<file path="config.mk">
export PLATFORM = sky130hd
export DESIGN_NAME = serial_subtractor
export DESIGN_NICKNAME = d
export VERILOG_FILES = /design/src/rtl/serial_subtractor_pkg.sv /design/src/rtl/serial_subtractor_full_sub.sv /design/src/rtl/serial_subtractor.sv
export SDC_FILE = /design/constraint.sdc
export NUM_CORES = 1
export LEC_CHECK = 0
export CAP_MARGIN = 15
export CORE_ASPECT_RATIO = 1.25
export CORE_MARGIN = 4
export CORE_UTILIZATION = 40
export CTS_CLUSTER_SIZE = 28
export DETAILED_ROUTE_END_ITERATION = 12
export PLACE_DENSITY_LB_ADDON = 0.25
export REMOVE_ABC_BUFFERS = 1
export SETUP_SLACK_MARGIN = 0.4
export SLEW_MARGIN = 0
export SYNTH_ARGS = -nofsm -noshare
export SYNTH_HDL_FRONTEND = slang
export SYNTH_SLANG_ARGS = --single-unit
</file>
<file path="constraint.sdc">
create_clock -name clk -period 3.5 [get_ports clk]
set_input_delay 0.7 -clock clk [delete_from_list [all_inputs] [get_ports clk]]
set_output_delay 0.7 -clock clk [all_outputs]
set_load 0.02 [all_outputs]
</file>
<file path="src/rtl/serial_subtractor_pkg.sv">
// Shared types and defaults for the bit-serial subtractor.
package serial_subtractor_pkg;

  typedef enum logic [1:0] {
    S_IDLE = 2'd0,
    S_RUN  = 2'd1,
    S_DONE = 2'd2
  } sub_state_t;

  localparam int DEF_WIDTH = 8;

endpackage

</file>
<file path="src/rtl/serial_subtractor_full_sub.sv">
// One-bit full-subtractor cell used by the serial datapath.
module full_subtractor (
  output logic d,
  output logic bout,
  input  logic x,
  input  logic y,
  input  logic bin
);

  logic xy_x;

  assign xy_x = x ^ y;
  assign d    = xy_x ^ bin;
  assign bout = (~x & y) | (~xy_x & bin);

endmodule

</file>
<file path="src/rtl/serial_subtractor.sv">
// Bit-serial a-b, LSB first, one bit per clock.
// Define SERIAL_SUB_OVF_EN to add the signed-overflow output.
module serial_subtractor
  import serial_subtractor_pkg::*;
#(
  parameter int WIDTH = DEF_WIDTH
) (
  input  logic             clk,
  input  logic             rst,
  input  logic             start,
  input  logic [WIDTH-1:0] a,
  input  logic [WIDTH-1:0] b,
  output logic             busy,
  output logic             done,
  output logic [WIDTH-1:0] diff,
  output logic             borrow
`ifdef SERIAL_SUB_OVF_EN
  ,
  output logic             ovf
`endif
);

  localparam int CW = $clog2(WIDTH + 1);
  localparam logic [CW-1:0] LAST = CW'(WIDTH - 1);

  sub_state_t state;
  logic [WIDTH-1:0] sa;
  logic [WIDTH-1:0] sb;
  logic [CW-1:0] cnt;
  logic d;
  logic bout;

  // borrow doubles as the borrow flop; it ends holding the final borrow
  full_subtractor u_cell (
    .d    (d),
    .bout (bout),
    .x    (sa[0]),
    .y    (sb[0]),
    .bin  (borrow)
  );

  always_ff @(posedge clk) begin
    if (rst) begin
      state  <= S_IDLE;
      busy   <= 1'b0;
      done   <= 1'b0;
      diff   <= '0;
      borrow <= 1'b0;
      cnt    <= '0;
      sa     <= '0;
      sb     <= '0;
`ifdef SERIAL_SUB_OVF_EN
      ovf    <= 1'b0;
`endif
    end else begin
      unique case (state)
        S_IDLE, S_DONE: begin
          done <= 1'b0;
          if (start) begin
            sa     <= a;
            sb     <= b;
            borrow <= 1'b0;
            cnt    <= '0;
            busy   <= 1'b1;
            state  <= S_RUN;
          end else begin
            state  <= S_IDLE;
          end
        end
        S_RUN: begin
          diff   <= {d, diff[WIDTH-1:1]};
          sa     <= sa >> 1;
          sb     <= sb >> 1;
          borrow <= bout;
          cnt    <= cnt + 1'b1;
          if (cnt == LAST) begin
            state <= S_DONE;
            busy  <= 1'b0;
            done  <= 1'b1;
`ifdef SERIAL_SUB_OVF_EN
            ovf   <= borrow ^ bout;
`endif
          end
        end
        default: begin
          state <= S_IDLE;
          busy  <= 1'b0;
          done  <= 1'b0;
        end
      endcase
    end
  end

endmodule

</file>
==> flow_summary.ini, run 1 <==
[detailed_routing]
wl_per_cell_um = 13.4
drcViolationCount = 0
vias = 1176
vias_per_cell = 5.50
wirelength_mm = 2.87
ant_nets = 0
drt_iter0_markers = 27
firstDrtPassIters = 4

[yosys]
syn_inst = 151
synthTopCellsByCount = dfxtp_1, a21oi_1, nand3_1, nand2_1, a22oi_1
synth_top_flop_cell = dfxtp_1
synth_seq_cells = 33
async_flop_share_pct = 0
synth.most_common_cell = dfxtp_1
synth_area_sq_um = 1330
synth_top_cell_area_share_pct = 49.9
yosysTopAreaCell = dfxtp_1
syn_area_per_cell_sq_um = 8.77
synth_area_leaders = dfxtp_1, a21oi_1, a22oi_1
yosysWarningCount = 0
synth_edf_count = 0
ys_seq_area_share_pct = 49.9
ys_types = 24

[timing]
finClkSkew_ns = 0.00587
min_period_ns = 1.98
fin_setup_tns_ns = 0
finalSetupViolations = 0
hold_viol = 0
slew_headroom_pct = 36.9
timing.final.crit_share_pct = 56.5
finalMaxSlewViolations = 0
grt_setup_unrepaired = no
worst_slew_pin_slew_ns = 0.946
fmax_mhz = 506

[die]
die_area_sq_um = 4300
die_w_um = 59.5
io_pins = 30
core-area_sq_um = 3190
fp-row-count = 23
start_util_pct = 41.5
die_h_um = 72.4

[clocking]
clkLatencyLatePin_ns = 0.29
cts_setup_buffers = 0
numCtsBuffers = 5
root_buffer = clkbuf_8
cts_hold_buf = 0
clk_pin_slew_worst_paths_ns = 0.07
cts_resized = 0
cts_max_path_buffers = 2
cts.sinks = 33
h-tree-depth = 2
cts_tree = done

[global_route]
antenna_found_initial = 0
track_usage_pct = 15.0
overflow = 0
grt_pass1_vias = 1084
grt_max_degree = 30
grt_pass1_wl_mm = 4.80

[worst_setup_path]
crit_type = flop to output port
slowest_delay_ns = 0.62
arrival_ns = 1.28
worst_ep_required_time_ns = 2.80
reg2reg_to = cnt[3]$_SDFFE_PP0P_
crit_buf_inv = 1
worst-r2r-setup-slack_ns = 1.68
cp-start-kind = flop
cp_max_fo = 3
critical_path_depth = 1
crit_chain = clkdlybuf4s50_1
regToRegStartpoint = state[0]$_SDFFE_PP0P_
rr_worst_depth = 3
crit_path_end_kind = output port
critical-path-top-delay-family = buffers and inverters
crit_path_top_delay_cell = clkdlybuf4s50_1

[hold_path]
hold_start = diff[0]$_SDFFE_PP0P_
holdPathStages = 2
hold_path.class = flop to flop
hold_end = diff[0]$_SDFFE_PP0P_

[placed_design]
io_buffer_count = 29
dp_hpwl_mm = 1.89
gp_congestion = 0.742

[outcome]
status = finished clean

[power]
p_leak_nw = 0.590
power_density_nw_per_um2 = 460
ir_worst_vdd_v = 0.000270

[finish]
final_nets = 197
syn2layout_area_growth_pct = 27.4
num_antenna_cells = 0
fin_util_pct = 52.8
fillers = 301
drive_gt1_share_pct = 5.65

[job]
maxCapViolCount = 0
## per-stage QoR
step                hold WS, ns  instance area [sq um]  total power, mW  cells  setup slack (ns)
global route              0.489                   1690            0.816    214              1.46
global placement          0.453                   1610            0.507    206              1.38
CTS                       0.468                   1690            0.788    214              1.51
floorplan                 0.442                   1250            0.460    137              1.59
detailed placement        0.459                   1610            0.511    206              1.33
finish                    0.468                   1690            0.776    214              1.52
## where the power goes
group          leakage (nW)  switching [mW]  total, mW  internal, mW
clock network        0.0450           0.137      0.274         0.138
logic                 0.276          0.0534     0.0978        0.0445
registers             0.269          0.0105      0.404         0.394
total                 0.590           0.200      0.776         0.576
## worst max-delay path by stage
| stage | from | end | slack (ns) |
|---|---|---|---|
| after CTS | borrow$_SDFFE_PP0P_ | borrow | 1.51 |
| after detailed placement | rst | diff[7]$_SDFFE_PP0P_ | 1.33 |
| after global routing | borrow$_SDFFE_PP0P_ | borrow | 1.46 |
| final | borrow$_SDFFE_PP0P_ | borrow | 1.52 |
| after global placement | rst | diff[7]$_SDFFE_PP0P_ | 1.38 |
| after floorplan | start | cnt[3]$_SDFFE_PP0P_ | 1.59 |
## flip-flops by register name (all words and copies together), names as in the netlist
name / count
diff: 8
state: 2
cnt: 4
borrow: 1
busy: 1
done: 1
sa: 8
sb: 8
## layer usage
layer	vias up	global-route usage (%)	wire length, um
li1	583	-	-
met1	557	17.5	1240
met2	31	23.5	1390
met3	5	6.23	183
met4	0	6.80	55
met5	-	0	0
## worst register-to-register path, stage by stage, from the launching register on
cell and delay (ns):
dfxtp_1 0.38, and2b_1 0.77, nand4_1 0.20, mux2_1 0.34
## cell usage in the layout, fill, tap and decap left out
cell type	count
a21oi_1	28
and3b_1	1
ha_1	1
a211oi_1	2
and2b_1	1
nor3b_1	1
nor3_1	3
nand2_1	18
nor2_1	5
nand3_1	19
clkinv_2	2
buf_4	3
clkbuf_8	5
fa_1	1
o21a_1	1
dfxtp_1	33
clkdlybuf4s50_1	29
mux2_1	2
nand4_1	1
nor2b_1	1
nand2b_1	3
nand3b_1	1
a22oi_1	14
inv_1	1
clkbuf_1	1
## kinds of logic after synthesis
group / Yosys count / synth area share, %
buffers and inverters: 15 / 6.23
AO/OA/AOI/OAI: 45 / 20.2
multiplexers: 2 / 1.70
flip-flops: 33 / 49.9
AND/OR/NAND/NOR: 54 / 19.5
adder cells (fa/ha/maj): 2 / 2.46
## final cells by class
cell class	count	area, sq um	area share (%)
inverters	1	3.75	0.222
well taps	37	46.3	2.74
flip-flops and latches	33	661	39.1
clock inverters	2	10.0	0.593
clock buffers	6	72.6	4.30
multi-input cells	103	582	34.5
repair buffers	32	313	18.5
Note: power is estimated with default switching activity, not from simulation.
==> run 2, diff against run 1 <==
- clock period: 3.5 -> 1.6 ns (I/O delays scaled with it)
==> flow_summary.ini, run 2 (synthesis results as in run 1) <==
[outcome]
status = finished clean

[power]
ir_worst_vdd_v = 0.000593
power_density_nw_per_um2 = 997
p_leak_nw = 0.679

[finish]
final_common_cell = dfxtp_1
final_cells = 219
final_cell_mix = dfxtp_1, a21oi_1, nand3_1
final_nets = 203
num_antenna_cells = 0
reg.largest.list = diff x8, sa x8, sb x8
drive_gt1_share_pct = 19.8
fillers = 291
syn2layout_area_growth_pct = 33.0

[timing]
timing.final.crit_share_pct = 72.0
fmax_mhz = 868
slew_headroom_pct = 75.7
grt_setup_unrepaired = yes
worst_slew_pin_slew_ns = 0.364
hold_viol = 0
finClkSkew_ns = 0.00202
finalSetupViolations = 0
min_period_ns = 1.15
finalMaxSlewViolations = 0
setup_ws_ns = 0.448

[job]
maxCapViolCount = 0

[worst_setup_path]
worst_ep_required_time_ns = 1.77
cp-start-kind = flop
rr_worst_depth = 4
crit_type = flop to flop
reg2reg_to = sb[6]$_SDFFE_PP0P_
worst-r2r-setup-slack_ns = 0.45
crit_chain = and2b_1 > buf_4 > a22oi_1 > a21oi_1
slowest_delay_ns = 0.34
regToRegStartpoint = state[1]$_SDFFE_PP0P_
crit_path_top_delay_cell = dfxtp_1
crit_path_end_kind = flop
arrival_ns = 1.32
cp_max_fo = 11

[global_route]
grt_pass1_wl_mm = 4.92
grt_max_degree = 29
track_usage_pct = 14.9
antenna_found_initial = 0
overflow = 0
grt_pass1_vias = 1124

[clocking]
numCtsBuffers = 5
clk_pin_slew_worst_paths_ns = 0.06
cts_setup_buffers = 0
cts_resized = 47
root_buffer = clkbuf_8
cts_max_path_buffers = 2
clkLatencyLatePin_ns = 0.28
cts_hold_buf = 0
h-tree-depth = 2
cts.sinks = 33
cts_tree = done

[detailed_routing]
wl_per_cell_um = 13.7
drcViolationCount = 0
firstDrtPassIters = 4
vias = 1197
wirelength_mm = 3.00
vias_per_cell = 5.47
drt_iter0_markers = 40
ant_nets = 0

[hold_path]
hold_end = cnt[2]$_SDFFE_PP0P_
holdPathStages = 2
hold_start = rst
hold_path.class = input port to flop

[die]
core-area_sq_um = 3190
start_util_pct = 41.5
die_area_sq_um = 4300
io_pins = 30
fp-row-count = 23
die_w_um = 59.5
die_h_um = 72.4

[placed_design]
dp_hpwl_mm = 2.02
pre_cts_ws_ns = -0.0216
gp_congestion = 0.749
placed_cells = 212
io_buffer_count = 29
run 2: cell count changes in the layout (fill, tap and decap cells not counted), sizes merged:
| cell | before | now |
|---|---|---|
| buf | 3 | 20 |
| clkdlybuf4s50 | 29 | 16 |
| dlymetal6s2s | 0 | 2 |
| clkbuf | 6 | 7 |
| clkinv | 2 | 0 |
run 2: report_power, final:
group | internal, mW | switching, mW
Sequential | 0.862 | 0.0256
Clock | 0.341 | 0.278
Combinational | 0.122 | 0.128
Total | 1.32 | 0.431
run 2: critical path, delay by kind of cell, from the launching register on:
kind | cells | cell delay, ns
AO/OA/AOI/OAI | 2 | 0.27
buffers and inverters | 1 | 0.20
flip-flops | 1 | 0.34
AND/OR/NAND/NOR | 1 | 0.23
run 2: through the flow:
step	hold WS [ns]	util, %	TNS (ns)	power (mW)	instance area, sq um
after floorplan	0.389	-	0	1.01	1250
after global placement	0.443	52.1	0	1.13	1660
after detailed placement	0.454	52.1	-0.0642	1.14	1660
after CTS	0.464	54.1	0	1.76	1730
after global routing	0.454	55.2	0	1.84	1760
final	0.440	55.2	0	1.76	1760
run 2: area by class of cell:
type                       count  area (sq um)  area share [%]
clock buffer                   7          86.3            4.90
inverter                       1          3.75           0.213
multi-input combinational    103           626            35.5
sequential                    33           662            37.6
tap                           37          46.3            2.63
timing repair buffer          38           338            19.2
run 2: worst max-delay path by stage:
stage	from	to	slack, ns	cells after the start
final	state[1]$_SDFFE_PP0P_	sb[6]$_SDFFE_PP0P_	0.45	4
after global routing	state[1]$_SDFFE_PP0P_	sb[1]$_SDFFE_PP0P_	0.39	4
after CTS	rst	cnt[3]$_SDFFE_PP0P_	0.39	3
after detailed placement	start	sa[1]$_SDFFE_PP0P_	-0.02	5
after global placement	start	cnt[3]$_SDFFE_PP0P_	0.01	4
after floorplan	state[1]$_SDFFE_PP0P_	cnt[2]$_SDFFE_PP0P_	0.05	3
run 2: metal layers:
metal | vias up | GRT usage [%] | share of wire, %
li1 | 593 | - | -
met2 | 35 | 26.1 | 50
met1 | 563 | 15.6 | 41
met3 | 6 | 5.34 | 7.3
met4 | 0 | 6.30 | 1.3
met5 | - | 0 | 0
==> run 3, diff against run 2 <==
- clock period: 1.6 -> 1.1 ns (I/O delays scaled with it)
==> flow_summary.ini, run 3 (synthesis results as in run 1) <==
[timing]
setup_ws_ns = -0.0694
hold_viol = 0
fmax_mhz = 855
finalSetupViolations = 25
finalMaxSlewViolations = 0
timing.final.crit_share_pct = 106
min_period_ns = 1.17
slew_headroom_pct = 84.8
grt_setup_unrepaired = yes
timing.hold.ws_ns = 0.476
finClkSkew_ns = 0.00680
worst_slew_pin_slew_ns = 0.227

[detailed_routing]
ant_nets = 0
drcViolationCount = 0
vias_per_cell = 5.25
firstDrtPassIters = 4
wirelength_mm = 3.35
wl_per_cell_um = 14.1
vias = 1245
drt_iter0_markers = 45

[die]
die_h_um = 72.4
core-area_sq_um = 3190
die_area_sq_um = 4300
io_pins = 30
fp-row-count = 23
start_util_pct = 41.5
die_w_um = 59.5

[finish]
final_nets = 220
final_cells = 237
drive_gt1_share_pct = 48.5
fin_util_pct = 66.7
ff_latch_area_sq_um = 682
syn2layout_area_growth_pct = 60.9
stdcell_area_sq_um = 2130
multi_input_area_sq_um = 751
reg.largest.list = diff x8, sa x8, sb x8
final_cell_mix = a21oi_1, nand3_1, dfxtp_1
fillers = 245
num_antenna_cells = 0

[power]
ir_worst_vdd_v = 0.00121
power_density_nw_per_um2 = 1230
p_total_mw = 2.63
p_leak_nw = 0.787

[global_route]
grt_pass1_wl_mm = 5.22
grt_pass1_vias = 1198
track_usage_pct = 16.0
overflow = 0
grt_max_degree = 29
antenna_found_initial = 0

[placed_design]
gp_congestion = 0.765
io_buffer_count = 29
placed_cell_area_sq_um = 1760
dp_hpwl_mm = 2.14
placed_cells = 223

[job]
maxCapViolCount = 0

[clocking]
numCtsBuffers = 5
cts_max_path_buffers = 2
cts.sinks = 33
h-tree-depth = 2
root_buffer = clkbuf_8
cts_hold_buf = 0
cts_tree = done
clk_pin_slew_worst_paths_ns = 0.07
clkLatencyLatePin_ns = 0.28

[worst_setup_path]
cp-start-kind = flop
startpoint = state[1]$_SDFFE_PP0P_
worst_ep_required_time_ns = 1.27
crit_type = flop to flop
arrival_ns = 1.34
crit_path_end_kind = flop
cp_max_fo = 11
regToRegStartpoint = state[1]$_SDFFE_PP0P_

[outcome]
status = complete, but fails checks
violations = negative setup slack

[hold_path]
hold_path.class = flop to flop
hold_start = sa[2]$_SDFFE_PP0P_
run 3: final cells by class:
| cell class | instances | share of cell area (%) |
|---|---|---|
| multi-input cells | 103 | 35.2 |
| flip-flops and latches | 33 | 32.0 |
| repair buffers | 55 | 26.6 |
| clock buffers | 6 | 3.40 |
| well taps | 37 | 2.17 |
| clock inverters | 2 | 0.469 |
| inverters | 1 | 0.176 |
run 3: path summary, 6_finish.rpt:
kind	end	slack [ns]	cells after the start
hold / removal	sa[2]$_SDFFE_PP0P_	0.48	2
setup / recovery	sb[5]$_SDFFE_PP0P_	-0.07	4
hold reg to reg	sa[2]$_SDFFE_PP0P_	0.48	2
setup reg to reg	sb[5]$_SDFFE_PP0P_	-0.07	4
run 3: stage by stage:
| stage | setup TNS [ns] | setup slack (ns) |
|---|---|---|
| after global placement | -8.19 | -0.330 |
| after detailed placement | -9.19 | -0.390 |
| final | -0.807 | -0.0694 |
| after global routing | -1.89 | -0.102 |
| after CTS | -0.420 | -0.0378 |
| after floorplan | -6.55 | -0.454 |
run 3: worst max-delay path: stages (launching register included):
cell and delay [ns]:
dfxtp_2 0.34, and2b_2 0.26, buf_6 0.17, a22oi_2 0.20
a21oi_2 0.08
run 3: routing by layer:
metal  track usage [%]  part of all wire, %
met2              29.6                   55
met3              4.80                  4.5
met1              16.4                   40
met5                 0                    0
met4              6.05                 0.72
run 3: report_power, final:
part           total (mW)  switching (mW)  internal [mW]  leakage [nW]
Sequential           1.30          0.0444           1.26         0.277
Clock               0.857           0.419          0.438        0.0450
Combinational       0.470           0.229          0.241         0.465
run 3: timing repair:
| item | 4_1_cts | 5_1_grt |
|---|---|---|
| buffers inserted | 2 | 4 |
| pin swaps | 3 | 2 |
| resized for setup | 104 | 29 |
| endpoints found under the setup margin | 44 | 44 |
